<file path="src/rtl/slp_trainer.sv">
// slp_trainer: drives a single-layer perceptron through a train-then-test run.
//
// A start pulse in IDLE launches EPOCH training epochs. Each epoch presents all
// 2^IN binary input patterns, one per cycle, with t_en high and the AND/OR
// target on train. A test pass follows. It re-presents every pattern with
// t_en low and holds each one for OLAT+1 cycles, then compares the perceptron
// output with the target and counts mismatches.
//
// Ports:
//   clk      - single rising-edge clock
//   reset    - synchronous, active-high reset (dominates start)
//   start    - begin a run; only sampled in IDLE
//   in       - IN packed lanes of I_PREC bits; lane i = in[i*I_PREC +: I_PREC]
//   train    - target code (CONST1/CONST0) zero-extended to O_PREC
//   rate     - learning rate, RATE while busy, else 0
//   t_en     - training enable, high only in TRAIN
//   out      - perceptron output, compared against train during TEST
//   busy     - high in TRAIN and TEST
//   done     - one-cycle pulse at the end of a run
//   err_cnt  - mismatches counted in the test pass (saturates at 2^IN)
//   pass     - err_cnt == 0, valid from done until the next start
module slp_trainer #(
  parameter int                IN     = 4,
  parameter int                I_PREC = 4,
  parameter int                O_PREC = 5,
  parameter int                R_PREC = 4,
  parameter logic [I_PREC-1:0] CONST1 = 4'b1_000,
  parameter logic [I_PREC-1:0] CONST0 = 4'b0_000,
  parameter logic [R_PREC-1:0] RATE   = 4'b0_001,
  parameter int                EPOCH  = 100,
  parameter int                FUNC   = 0,
  parameter int                OLAT   = 1
) (
  input  logic                   clk,
  input  logic                   reset,
  input  logic                   start,
  output logic [IN*I_PREC-1:0]   in,
  output logic [O_PREC-1:0]      train,
  output logic [R_PREC-1:0]      rate,
  output logic                   t_en,
  input  logic [O_PREC-1:0]      out,
  output logic                   busy,
  output logic                   done,
  output logic [IN:0]            err_cnt,
  output logic                   pass
);

  typedef enum logic [1:0] {IDLE, TRAIN, TEST, DONE} state_t;

  localparam logic [IN-1:0]     P_LAST     = '1;
  localparam logic [15:0]       EPOCH_LAST = 16'(EPOCH - 1);
  localparam logic [2:0]        HOLD_LAST  = 3'(OLAT);
  localparam logic [IN:0]       ERR_MAX    = {1'b1, {IN{1'b0}}};
  localparam logic [O_PREC-1:0] TGT1       = O_PREC'(CONST1);
  localparam logic [O_PREC-1:0] TGT0       = O_PREC'(CONST0);

  state_t       state, next_state;
  logic [IN-1:0] p;
  logic [15:0]   epoch;
  logic [2:0]    hold;
  logic          result_valid;
  logic          target;
  logic          last_train;
  logic          compare;

  // State register.
  always_ff @(posedge clk) begin
    if (reset) state <= IDLE;
    else       state <= next_state;
  end

  // Next-state and output decode. Pattern lanes and target are only driven
  // while busy so the perceptron sees all-zero inputs in IDLE and DONE.
  always_comb begin
    next_state = state;
    busy       = 1'b0;
    t_en       = 1'b0;
    done       = 1'b0;
    in         = '0;
    train      = '0;
    target     = (FUNC == 0) ? (&p) : (|p);
    last_train = (p == P_LAST) && (epoch == EPOCH_LAST);
    compare    = (state == TEST) && (hold == HOLD_LAST);

    case (state)
      IDLE: begin
        if (start) next_state = TRAIN;
      end
      TRAIN: begin
        busy = 1'b1;
        t_en = 1'b1;
        if (last_train) next_state = TEST;
      end
      TEST: begin
        busy = 1'b1;
        if (compare && (p == P_LAST)) next_state = DONE;
      end
      DONE: begin
        done       = 1'b1;
        next_state = IDLE;
      end
      default: next_state = IDLE;
    endcase

    if (busy) begin
      for (int i = 0; i < IN; i++) in[i*I_PREC +: I_PREC] = p[i] ? CONST1 : CONST0;
      train = target ? TGT1 : TGT0;
    end

    rate = busy ? RATE : '0;
    // The result is valid in DONE itself and then held through IDLE.
    pass = (done || result_valid) && (err_cnt == '0);
  end

  // Pattern, epoch and hold counters plus the mismatch tally.
  // The hold counter stretches each test pattern over OLAT+1 cycles so the
  // comparison lands on the cycle where the perceptron output has caught up.
  always_ff @(posedge clk) begin
    if (reset) begin
      p            <= '0;
      epoch        <= '0;
      hold         <= '0;
      err_cnt      <= '0;
      result_valid <= 1'b0;
    end else begin
      case (state)
        IDLE: begin
          if (start) begin
            p            <= '0;
            epoch        <= '0;
            hold         <= '0;
            err_cnt      <= '0;
            result_valid <= 1'b0;
          end
        end
        TRAIN: begin
          p <= p + IN'(1);
          if (last_train) begin
            epoch <= '0;
            hold  <= '0;
          end else if (p == P_LAST) begin
            epoch <= epoch + 16'd1;
          end
        end
        TEST: begin
          if (compare) begin
            hold <= '0;
            p    <= p + IN'(1);
            if ((out != train) && (err_cnt != ERR_MAX)) err_cnt <= err_cnt + (IN+1)'(1);
          end else begin
            hold <= hold + 3'd1;
          end
        end
        DONE: begin
          p            <= '0;
          result_valid <= 1'b1;
        end
        default: p <= '0;
      endcase
    end
  end

endmodule

</file>
<file path="config.mk">
export PLATFORM = sky130hd
export DESIGN_NAME = slp_trainer
export DESIGN_NICKNAME = d
export VERILOG_FILES = /design/src/rtl/slp_trainer.sv
export SDC_FILE = /design/constraint.sdc
export NUM_CORES = 1
export LEC_CHECK = 0
export ABC_AREA = 1
export BUFFER_PORTS_ARGS = -buffer_cell sky130_fd_sc_hd__buf_2
export CAP_MARGIN = 25
export CORE_MARGIN = 3
export CORE_UTILIZATION = 50
export DETAILED_ROUTE_END_ITERATION = 6
export PLACE_DENSITY = 0.77
export SETUP_SLACK_MARGIN = 0.3
export SLEW_MARGIN = 20
export SYNTH_ARGS = -nofsm -noshare
export SYNTH_HDL_FRONTEND = slang
export SYNTH_SLANG_ARGS = --single-unit
</file>
<file path="constraint.sdc">
create_clock -name clk -period 1.6 [get_ports clk]
set_input_delay 0.16 -clock clk [delete_from_list [all_inputs] [get_ports clk]]
set_output_delay 0.16 -clock clk [all_outputs]
set_load 0.005 [all_outputs]
</file>
==> impl_metrics.env, run 1 <==
export IMPL_grtUsageTotal=0.209
export IMPL_synth_seq_area_share=0.299
export IMPL_vias=2083
export IMPL_numCtsBuffers=5
export IMPL_fillerInstances=251
export IMPL_internal_power_mw=2.73
export IMPL_avgSynthCellArea_um2=7.03
export IMPL_violations="setup timing"
export IMPL_port_buffers=22
export IMPL_cp_max_fo=6
export IMPL_hold_violations=0
export IMPL_fin_area_um2=2950
export IMPL_dieArea_um2=4960
export IMPL_gr_total_overflow=0
export IMPL_finalCritPeriodShare=1.01
export IMPL_crit_type="flop to flop"
export IMPL_timing_final_crit_period_ps=1610
export IMPL_clock_latency_ps=300
export IMPL_pwr_share_seq=0.213
export IMPL_yosysWarnings=0
export IMPL_ant_nets=0
export IMPL_synthCells=295
export IMPL_start_kind="flop"
export IMPL_htreeDepth=2
export IMPL_grtUsageMet3=0.0561
export IMPL_maxCapViolations=0
export IMPL_cts_root_buffer_cell="clkbuf_8"
export IMPL_hp_class="input pin to flop"
export IMPL_placed_cell_area_um2=2240
export IMPL_swShare=0.458
export IMPL_timing_final_ws_setup_ps=-10.5
export IMPL_global_route_usage_met1=0.221
export IMPL_clock_fmax_mhz=621
export IMPL_firstDrtPassIters=4
export IMPL_rr_startpoint="state[0]"
export IMPL_rsz0062_at_grt="yes"
export IMPL_grt_use_met2=0.392
export IMPL_diodes=0
export IMPL_grt_busiest_layer="met2"
export IMPL_cp_data_required_time_ps=1830
export IMPL_grt_pass1_vias=1919
export IMPL_holdWs_ps=150
export IMPL_wl_per_cell_um=15.2
export IMPL_fp_dieH_um=70.4
export IMPL_dp_hpwl_um=3160
export IMPL_p_comb_frac=0.621
export IMPL_grt_first_pass_wirelength_um=8410
export IMPL_cts_max_path_buffers=2
export IMPL_crit_arrival_ps=1840
export IMPL_setup_violations=1
export IMPL_crit_start="state[0]"
export IMPL_grt_max_degree=11
export IMPL_die_w_um=70.4
export IMPL_post_place_ws_ps=-51.7
export IMPL_fin_util=0.770
export IMPL_setup_tns_ps=-10.5
export IMPL_slew_headroom=0.538
export IMPL_place_congestion=0.905
export IMPL_vias_per_cell=5.27
export IMPL_multi_input_area_um2=1610
export IMPL_coreArea_um2=3830
export IMPL_clkSlewWorstSetupHoldPaths_ps=80
export IMPL_r2r_end="epoch[6]"
export IMPL_tightest_slew_ps=693
export IMPL_antenna_found_initial=0
export IMPL_syn_to_final_growth_pct=42.1
export IMPL_drc=0
export IMPL_end_kind="flop"
export IMPL_drv_slew=0
export IMPL_io_pins=42
export IMPL_tritoncts="yes"
export IMPL_r2r_cells=11
export IMPL_cts_sinks=31
export IMPL_ir_worst_vdd_v=0.00108
export IMPL_drt_initial_drc_count=125
export IMPL_register_area_um2=642
export IMPL_r2r_slack_ps=-10
export IMPL_finalWirelength_um=6010
export IMPL_num_rows=22
export IMPL_status="finished, violations left"
export IMPL_p_sw_mw=2.30
export IMPL_powerDensity_nw_per_um2=1710
export IMPL_yosysUniqueCellTypes=30
export IMPL_initial_utilization=0.542
export IMPL_skew_ps=8.98
export IMPL_yosys_register_bits=31
export IMPL_p_leak_nw=1.35
export IMPL_hold_buffers=0
export IMPL_clkPwrFrac=0.166
export IMPL_syn_cell_area_um2=2070
export IMPL_drive_gt1_frac=0.484
export IMPL_crit_path_end="epoch[6]"
export IMPL_nets=364
==> metrics by stage <==
| step | total power [mW] | std cells |
|---|---|---|
| 6_report | 5.03 | 395 |
| 5_1_grt | 5.33 | 395 |
| 4_1_cts | 4.41 | 389 |
| 3_5_place_dp | 2.93 | 369 |
| 3_3_place_gp | 2.88 | 369 |
| 2_1_floorplan | 2.52 | 313 |
==> flip-flops by register name, indices dropped and copies added (netlist names) <==
| signal | count |
|---|---|
| err_cnt | 5 |
| epoch | 16 |
| state | 2 |
| p | 4 |
| result_valid | 1 |
| hold | 3 |
==> Yosys cell counts <==
cell type	n	area, um2
or2_2	3	18.8
conb_1	1	3.75
inv_2	5	18.8
buf_2	1	5.00
nor2_1	29	109
o21ai_1	1	5.00
nand3_1	17	85.1
a21oi_1	12	60.1
nor3b_2	1	12.5
nand2_2	5	31.3
nor3_1	5	25.0
nand3b_1	1	7.51
nand2_1	58	218
dfxtp_1	31	621
xnor2_1	2	17.5
nor3_2	3	30.0
nand4_1	14	87.6
nor2_4	3	33.8
nand3_4	1	17.5
nor2_2	16	100
a21boi_2	1	11.3
o21a_1	1	7.51
o21ai_0	5	25.0
ha_1	10	125
and2_0	1	6.26
buf_6	1	11.3
xor2_1	7	61.3
nand2_4	2	22.5
inv_1	37	139
buf_4	21	158
==> critical path: stages, from the launching register on <==
cell     delay, ps
dfxtp_4        370
buf_4          120
ha_4           150
nor2_4          40
nor2_4         170
nand2_8        110
nor2_4         150
inv_4           70
nor2_2         110
nand2_1         60
nand2_1         50
nor3b_2        130
==> power by group through the flow <==
stage	Combinational, mW	Sequential, mW	Clock (mW)
after detailed placement	1.90	1.03	0
after global routing	3.37	1.08	0.873
final	3.13	1.07	0.835
after floorplan	1.50	1.03	0
after CTS	2.53	1.06	0.823
after global placement	1.85	1.04	0
==> cells by family (layout without fill, tap and decap cells) <==
logic type / count (synthesis) / count (layout) / share of synthesized area
AND/OR/NAND/NOR: 159 / 160 / 0.388
buffers and inverters: 65 / 98 / 0.160
flip-flops: 31 / 31 / 0.299
AO/OA/AOI/OAI: 20 / 20 / 0.0525
adder cells (fa/ha/maj): 10 / 10 / 0.0604
XOR/XNOR: 9 / 9 / 0.0380
other: 1 / 19 / 0.00181
==> worst min path at each step <==
stage | start | end | slack, ps | depth (start not counted)
floorplan | reset | epoch[1] | 230 | 1
global placement | reset | err_cnt[1] | 440 | 2
detailed placement | reset | epoch[1] | 460 | 2
CTS | reset | epoch[1] | 150 | 2
global route | reset | epoch[1] | 160 | 2
finish | reset | epoch[1] | 150 | 2
==> per-layer routing <==
metal	part of all wire	wire length, um
met2	0.54	3220
met4	0.047	280
met1	0.37	2220
met5	0	0
met3	0.048	288
==> cells in the final DEF (no fill, tap or decap), types with 5 or more instances in the layout <==
master    instances
nand2_1          43
inv_1            28
dfxtp_1          22
buf_2            22
conb_1           19
nor2_1           18
buf_4            18
nor2_2           16
nor2_4           14
nand4_1          14
nand2_2          13
nand3_1           9
inv_2             8
buf_6             8
a21oi_1           7
nand2_4           6
clkbuf_8          6
nand3_4           5
a21oi_2           5
xor2_1            5
dfxtp_2           5
==> cell type report <==
type | count | share of cell area
Clock buffer | 6 | 0.0280
Tap cell | 48 | 0.0204
Sequential cell | 31 | 0.218
Clock inverter | 2 | 0.0119
Timing Repair Buffer | 48 | 0.114
Inverter | 42 | 0.0607
Multi-Input combinational cell | 218 | 0.547
==> repair_timing <==
action / in CTS / in global routing
pin swaps: 22 / 33
setup endpoints to repair: 38 / 41
setup buffers: 11 / 6
cloned: 1 / 0
resized for setup: 52 / 64
Note: power is estimated with default switching activity, not from simulation.
==> inputs of run 2 (changes only) <==
--- a/config.mk
+++ b/config.mk
@@ -17,3 +17,4 @@
 export SYNTH_ARGS = -nofsm -noshare
 export SYNTH_HDL_FRONTEND = slang
 export SYNTH_SLANG_ARGS = --single-unit
+export TNS_END_PERCENT = 30
==> run 2 against run 1 <==
Effect of this change: maximum frequency grew 2.3%; register-to-register slack gained 40 ps; the run now ends clean; first-iteration DRC count shrank 16%; core utilization shrank 2.0 points; via count shrank 4.1%; critical path type unchanged; total power shrank 7.4%.
==> impl_metrics.env, run 2 (synthesized netlist as in run 1, its figures left out) <==
export IMPL_ir_worst_vdd_v=0.00115
export IMPL_setup_tns_ps=0
export IMPL_fin_area_um2=2870
export IMPL_antenna_found_initial=0
export IMPL_drv_slew=0
export IMPL_cp_max_fo=6
export IMPL_diodes=0
export IMPL_fp_dieH_um=70.4
export IMPL_final_common_cell="nand2_1"
export IMPL_post_place_ws_ps=-28.6
export IMPL_hold_violations=0
export IMPL_grt_max_degree=11
export IMPL_r2r_cells=10
export IMPL_start_kind="flop"
export IMPL_reg_top3="epoch: 16 flops, err_cnt: 5 flops, p: 4 flops"
export IMPL_coreArea_um2=3830
export IMPL_mostFrequentLayoutCells="46 x nand2_1, 29 x inv_1, 22 x buf_2, 22 x buf_4"
export IMPL_drc=0
export IMPL_clkSlewWorstSetupHoldPaths_ps=60
export IMPL_hold_buffers=0
export IMPL_skew_ps=3.40
export IMPL_hp_class="input pin to flop"
export IMPL_cp_data_required_time_ps=1770
export IMPL_r2r_end="p[3]"
export IMPL_setup_violations=0
export IMPL_num_rows=22
export IMPL_grt_first_pass_wirelength_um=7600
export IMPL_finalCritPeriodShare=0.984
export IMPL_rr_startpoint="state[0]"
export IMPL_htreeDepth=2
export IMPL_slew_headroom=0.560
export IMPL_port_buffers=22
export IMPL_tightest_slew_ps=659
export IMPL_placed_cell_area_um2=2240
export IMPL_crit_start="state[0]"
export IMPL_firstDrtPassIters=4
export IMPL_syn_to_final_growth_pct=38.4
export IMPL_finalWirelength_um=5250
export IMPL_cts_sinks=31
export IMPL_rsz0062_at_grt="yes"
export IMPL_nets=366
export IMPL_vias=1997
export IMPL_p_leak_nw=1.30
export IMPL_status="complete, no violations"
export IMPL_totalPowerFinal_mw=4.66
export IMPL_hold_path_depth=2
export IMPL_fin_util=0.750
export IMPL_grt_use_met2=0.326
export IMPL_crit_arrival_ps=1750
export IMPL_max_flop_register="epoch"
export IMPL_clock_fmax_mhz=635
export IMPL_grt_pass1_vias=1836
export IMPL_grt_busiest_layer="met2"
export IMPL_numCtsBuffers=5
export IMPL_ant_nets=0
export IMPL_vias_per_cell=5.03
export IMPL_timing_final_crit_period_ps=1570
export IMPL_io_pins=42
export IMPL_cts_root_buffer_cell="clkbuf_8"
export IMPL_crit_type="flop to flop"
export IMPL_cts_max_path_buffers=2
export IMPL_place_congestion=0.909
export IMPL_gr_total_overflow=0
export IMPL_largest_reg_flops=16
export IMPL_grtUsageTotal=0.186
export IMPL_drt_initial_drc_count=105
export IMPL_wl_per_cell_um=13.2
export IMPL_global_route_usage_met1=0.205
export IMPL_end_kind="flop"
export IMPL_fillerInstances=274
export IMPL_r2r_slack_ps=30
export IMPL_timing_final_ws_setup_ps=25.7
export IMPL_dp_hpwl_um=3080
export IMPL_maxCapViolations=0
export IMPL_initial_utilization=0.542
export IMPL_hp_start="reset"
export IMPL_clock_latency_ps=280
export IMPL_tritoncts="yes"
export IMPL_drive_gt1_frac=0.476
export IMPL_dieArea_um2=4960
export IMPL_powerDensity_nw_per_um2=1620
export IMPL_die_w_um=70.4
export IMPL_min_to="epoch[1]"
export IMPL_grtUsageMet3=0.0547
==> run 2: cell types whose count changed in the layout (fill, tap and decap cells not counted), moves of 3 or more <==
cell,before,now
buf_4,18,22
buf_6,8,4
dfxtp_1,22,18
nand3_2,4,8
nand2_1,43,46
nand3_1,9,6
nor2_2,16,19
nor2_4,14,11
==> run 2: layer usage <==
layer	vias to the layer above	routed length [um]
li1	1000	-
met1	934	2110
met2	54	2820
met3	9	239
met4	0	76
met5	-	0
==> run 2: repair_timing <==
item,in CTS,in global routing
pin swaps,17,36
setup endpoints to repair,38,38
gates cloned,1,0
resized for setup,33,66
buffers inserted,8,10
==> run 2: how the worst max path moves through the flow <==
stage	slack (ps)	to
after floorplan	70	p[3]
after global placement	20	epoch[11]
after detailed placement	-30	epoch[11]
after CTS	60	err_cnt[0]
after global routing	-60	err_cnt[2]
final	30	p[3]
==> run 2: area by class of cell <==
class | instances | area, um2 | area share
sequential | 31 | 652 | 0.227
tap | 48 | 60.1 | 0.0209
timing repair buffer | 50 | 360 | 0.126
multi-input combinational | 218 | 1530 | 0.531
inverter | 42 | 173 | 0.0602
clock buffer | 8 | 100 | 0.0349
==> run 2: critical path, cell delays in order (launching register included) <==
cell     delay, ps
dfxtp_4        370
inv_4           50
ha_4           170
inv_4           50
nor2_4          40
buf_12         120
nor2_4         200
buf_4          150
nand4_1         80
xor2_1         180
nor2_1          50
==> run 2: where the power goes <==
group	total (mW)	switching (mW)	internal, mW
logic	2.90	1.65	1.25
registers	1.08	0.150	0.926
clock network	0.679	0.287	0.392
total	4.66	2.09	2.57
==> run 2: stage by stage <==
stage	std cells	hold WS, ps
global route	397	138
CTS	387	137
floorplan	313	229
finish	397	144
detailed placement	370	442
global placement	370	444
==> inputs of run 3 (changes only) <==
--- a/config.mk
+++ b/config.mk
@@ -5,13 +5,12 @@
 export SDC_FILE = /design/constraint.sdc
 export NUM_CORES = 1
 export LEC_CHECK = 0
-export ABC_AREA = 1
 export BUFFER_PORTS_ARGS = -buffer_cell sky130_fd_sc_hd__buf_2
 export CAP_MARGIN = 25
 export CORE_MARGIN = 3
-export CORE_UTILIZATION = 50
+export CORE_UTILIZATION = 49
 export DETAILED_ROUTE_END_ITERATION = 6
-export PLACE_DENSITY = 0.77
+export PLACE_DENSITY = 0.75
 export SETUP_SLACK_MARGIN = 0.3
 export SLEW_MARGIN = 20
 export SYNTH_ARGS = -nofsm -noshare
==> run 3 against run 2 <==
Effect of this change: the run now ends with setup timing left; maximum frequency is 19% lower; largest power group unchanged; sequential share of layout area is 2.5 points lower; flip-flop and latch count unchanged; register-to-register slack got worse by 360 ps; setup slack worse by 360 ps; core utilization grew 6.1 points; clock skew grew 1.9 ps; highest routed layer unchanged; non-clock buffer count increased by 48; global-route usage increased by 6.3 points; clock-buffer cell count fell by 1; critical path depth is 4 lower; combinational power is 17% lower.
==> impl_metrics.env, run 3 <==
export IMPL_p_sw_mw=1.61
export IMPL_drive_gt1_frac=0.455
export IMPL_synth_most_common_cell="nand2_1"
export IMPL_powerDensity_nw_per_um2=1250
export IMPL_synth_common_cells="33 x nand2_1, 31 x dfxtp_1, 20 x buf_4"
export IMPL_nets=369
export IMPL_wl_met1_um=2690
export IMPL_fp_dieH_um=70.7
export IMPL_skew_ps=5.26
export IMPL_p_comb_frac=0.617
export IMPL_largest_reg_flops=16
export IMPL_maxCapViolations=0
export IMPL_fin_area_um2=3130
export IMPL_placed_cell_area_um2=2740
export IMPL_yosysTopAreaCellShare=0.302
export IMPL_vias=2339
export IMPL_totalPowerFinal_mw=3.91
export IMPL_dp_hpwl_um=4080
export IMPL_timing_final_crit_period_ps=1930
export IMPL_setup_violations=31
export IMPL_drt_initial_drc_count=284
export IMPL_dieArea_um2=5000
export IMPL_p_leak_nw=1.34
export IMPL_clkSlewWorstSetupHoldPaths_ps=70
export IMPL_hold_buffers=0
export IMPL_cts_root_buffer_cell="clkbuf_8"
export IMPL_avgSynthCellArea_um2=8.02
export IMPL_yosys_register_bits=31
export IMPL_vias_per_cell=5.85
export IMPL_timing_final_ws_setup_ps=-334
export IMPL_max_flop_register="epoch"
export IMPL_cts_max_path_buffers=2
export IMPL_die_w_um=70.7
export IMPL_synth_edf_count=0
export IMPL_clkPwrFrac=0.157
export IMPL_yosysWarnings=0
export IMPL_r2r_slack_ps=-330
export IMPL_finalCritPeriodShare=1.21
export IMPL_final_common_cell="buf_4"
export IMPL_drv_slew=0
export IMPL_rsz0062_at_grt="yes"
export IMPL_yosysUniqueCellTypes=56
export IMPL_wl_met2_um=3600
export IMPL_slew_headroom=0.573
export IMPL_crit_slowest_cell="or4_1"
export IMPL_fillerInstances=199
export IMPL_synthCells=256
export IMPL_clock_latency_ps=290
export IMPL_async_flop_share=0
export IMPL_num_rows=22
export IMPL_coreArea_um2=3850
export IMPL_syn_to_final_growth_pct=52.3
export IMPL_cp_max_fo=6
export IMPL_dr_max_layer_used="met4"
export IMPL_violations="setup timing"
export IMPL_grt_pass1_vias=2093
export IMPL_met3WireLength_um=491
export IMPL_initial_utilization=0.532
export IMPL_io_pins=42
export IMPL_tritoncts="yes"
export IMPL_drc=0
export IMPL_antenna_found_initial=0
export IMPL_crit_path_max_incr_delay_ps=540
export IMPL_ys_top_cells_by_area="dfxtp_1 30%, buf_4 7.3%, ha_1 6.1%"
export IMPL_numCtsBuffers=5
export IMPL_firstDrtPassIters=5
export IMPL_synth_seq_area_share=0.302
export IMPL_ant_nets=0
export IMPL_end_kind="flop"
export IMPL_swShare=0.411
export IMPL_hp_class="input pin to flop"
export IMPL_path_cells="ha_4 -> and4b_1 -> nand4_1 -> o21ai_4 -> or4_1 -> a31oi_1"
export IMPL_syn_cell_area_um2=2050
export IMPL_r2r_end="epoch[4]"
export IMPL_finalWirelength_um=7080
export IMPL_rr_startpoint="epoch[0]"
export IMPL_grt_first_pass_wirelength_um=9980
export IMPL_mostFrequentLayoutCells="69 x buf_4, 31 x nand2_1, 23 x dfxtp_1"
export IMPL_port_buffers=22
export IMPL_fin_cells=400
export IMPL_synth_ff_type="dfxtp_1"
export IMPL_gr_total_overflow=0
export IMPL_crit_arrival_ps=2120
export IMPL_placed_cells=389
export IMPL_hold_path_depth=2
export IMPL_min_to="hold[2]"
export IMPL_cts_sinks=31
export IMPL_tightest_slew_ps=635
export IMPL_hold_violations=0
export IMPL_grtUsageTotal=0.249
export IMPL_ir_worst_vdd_v=0.000969
export IMPL_reg_top3="epoch: 16 flops, err_cnt: 5 flops, p: 4 flops"
export IMPL_crit_type="flop to flop"
export IMPL_r2r_cells=6
export IMPL_diodes=0
export IMPL_grt_max_degree=16
export IMPL_htreeDepth=2
export IMPL_pwr_share_seq=0.225
export IMPL_status="finished, violations left"
export IMPL_start_kind="flop"
export IMPL_place_congestion=0.872
export IMPL_wl_per_cell_um=17.7
export IMPL_hp_start="reset"
export IMPL_yosysTopAreaCell="dfxtp_1"
export IMPL_cp_data_required_time_ps=1790
export IMPL_clock_fmax_mhz=517
export IMPL_internal_power_mw=2.30
-- run 3: cell types whose count changed after synthesis, sizes merged, moves of 4 or more --
| cell | delta |
|---|---|
| a21oi | +6 |
| inv | -34 |
| nand2 | -32 |
| and2 | +4 |
| nor2 | -36 |
| nor4 | +6 |
| or3 | +4 |
| nand4 | -10 |
| clkbuf | +5 |
| nor2b | +4 |
| xor2 | -6 |
| a31oi | +4 |
-- run 3: per-layer routing --
metal / vias up / GRT usage
met5: - / 0
met4: 0 / 0.113
met3: 31 / 0.0540
met2: 129 / 0.419
met1: 1098 / 0.302
li1: 1081 / -
-- run 3: area by class of cell --
type | count | area, um2 | area share
Clock inverter | 1 | 5.00 | 0.00160
Tap cell | 48 | 60.1 | 0.0192
Timing Repair Buffer | 98 | 713 | 0.228
Sequential cell | 31 | 633 | 0.203
Multi-Input combinational cell | 206 | 1600 | 0.512
Clock buffer | 7 | 76.3 | 0.0244
Inverter | 9 | 38.8 | 0.0124
-- run 3: power groups by stage --
stage          clock network (mW)  logic [mW]  registers [mW]
2_1_floorplan                   0        1.06           0.895
3_3_place_gp                    0        1.84           0.878
3_5_place_dp                    0        1.87           0.880
4_1_cts                     0.620        2.06           0.863
5_1_grt                     0.652        2.55           0.886
6_report                    0.615        2.41           0.882
-- run 3: worst max path at each step --
stage / endpoint / from
finish: epoch[4] / epoch[0]
global route: epoch[4] / epoch[0]
CTS: epoch[12] / epoch[0]
detailed placement: epoch[4] / state[1]
global placement: state[1] / epoch[12]
floorplan: err_cnt[3] / state[0]
-- run 3: cells by family after synthesis --
kind of cell               share of synthesized area
and+or+nand+nor                                0.312
AOI/OAI and AO/OA                              0.193
buffers and inverters                          0.105
DFF                                            0.302
adders and majority gates                     0.0610
muxes                                         0.0159
xor gates and xnor gates                     0.00854
other                                        0.00183
-- run 3: what timing repair did --
| item | in CTS | in global routing |
|---|---|---|
| setup buffers | 2 | 1 |
| gates resized for setup | 31 | 29 |
| endpoints found under the setup margin | 39 | 40 |
| pin swaps | 9 | 18 |
-- run 3: through the flow --
| step | TNS (ps) | util | hold slack, ps | setup WS, ps |
|---|---|---|---|---|
| floorplan | -1430 | - | 362 | -168 |
| global placement | -1570 | 0.712 | 466 | -117 |
| detailed placement | -2170 | 0.712 | 481 | -147 |
| CTS | -2330 | 0.769 | 229 | -168 |
| global route | -5680 | 0.811 | 261 | -355 |
| finish | -4210 | 0.811 | 248 | -334 |
-- run 3: critical path: cells and delay by family, from the launching register on --
family / cells / cell delay [ps]
AO/OA/AOI/OAI: 2 / 380
adder cells (fa/ha/maj): 1 / 160
flip-flops: 1 / 340
AND/OR/NAND/NOR: 3 / 960
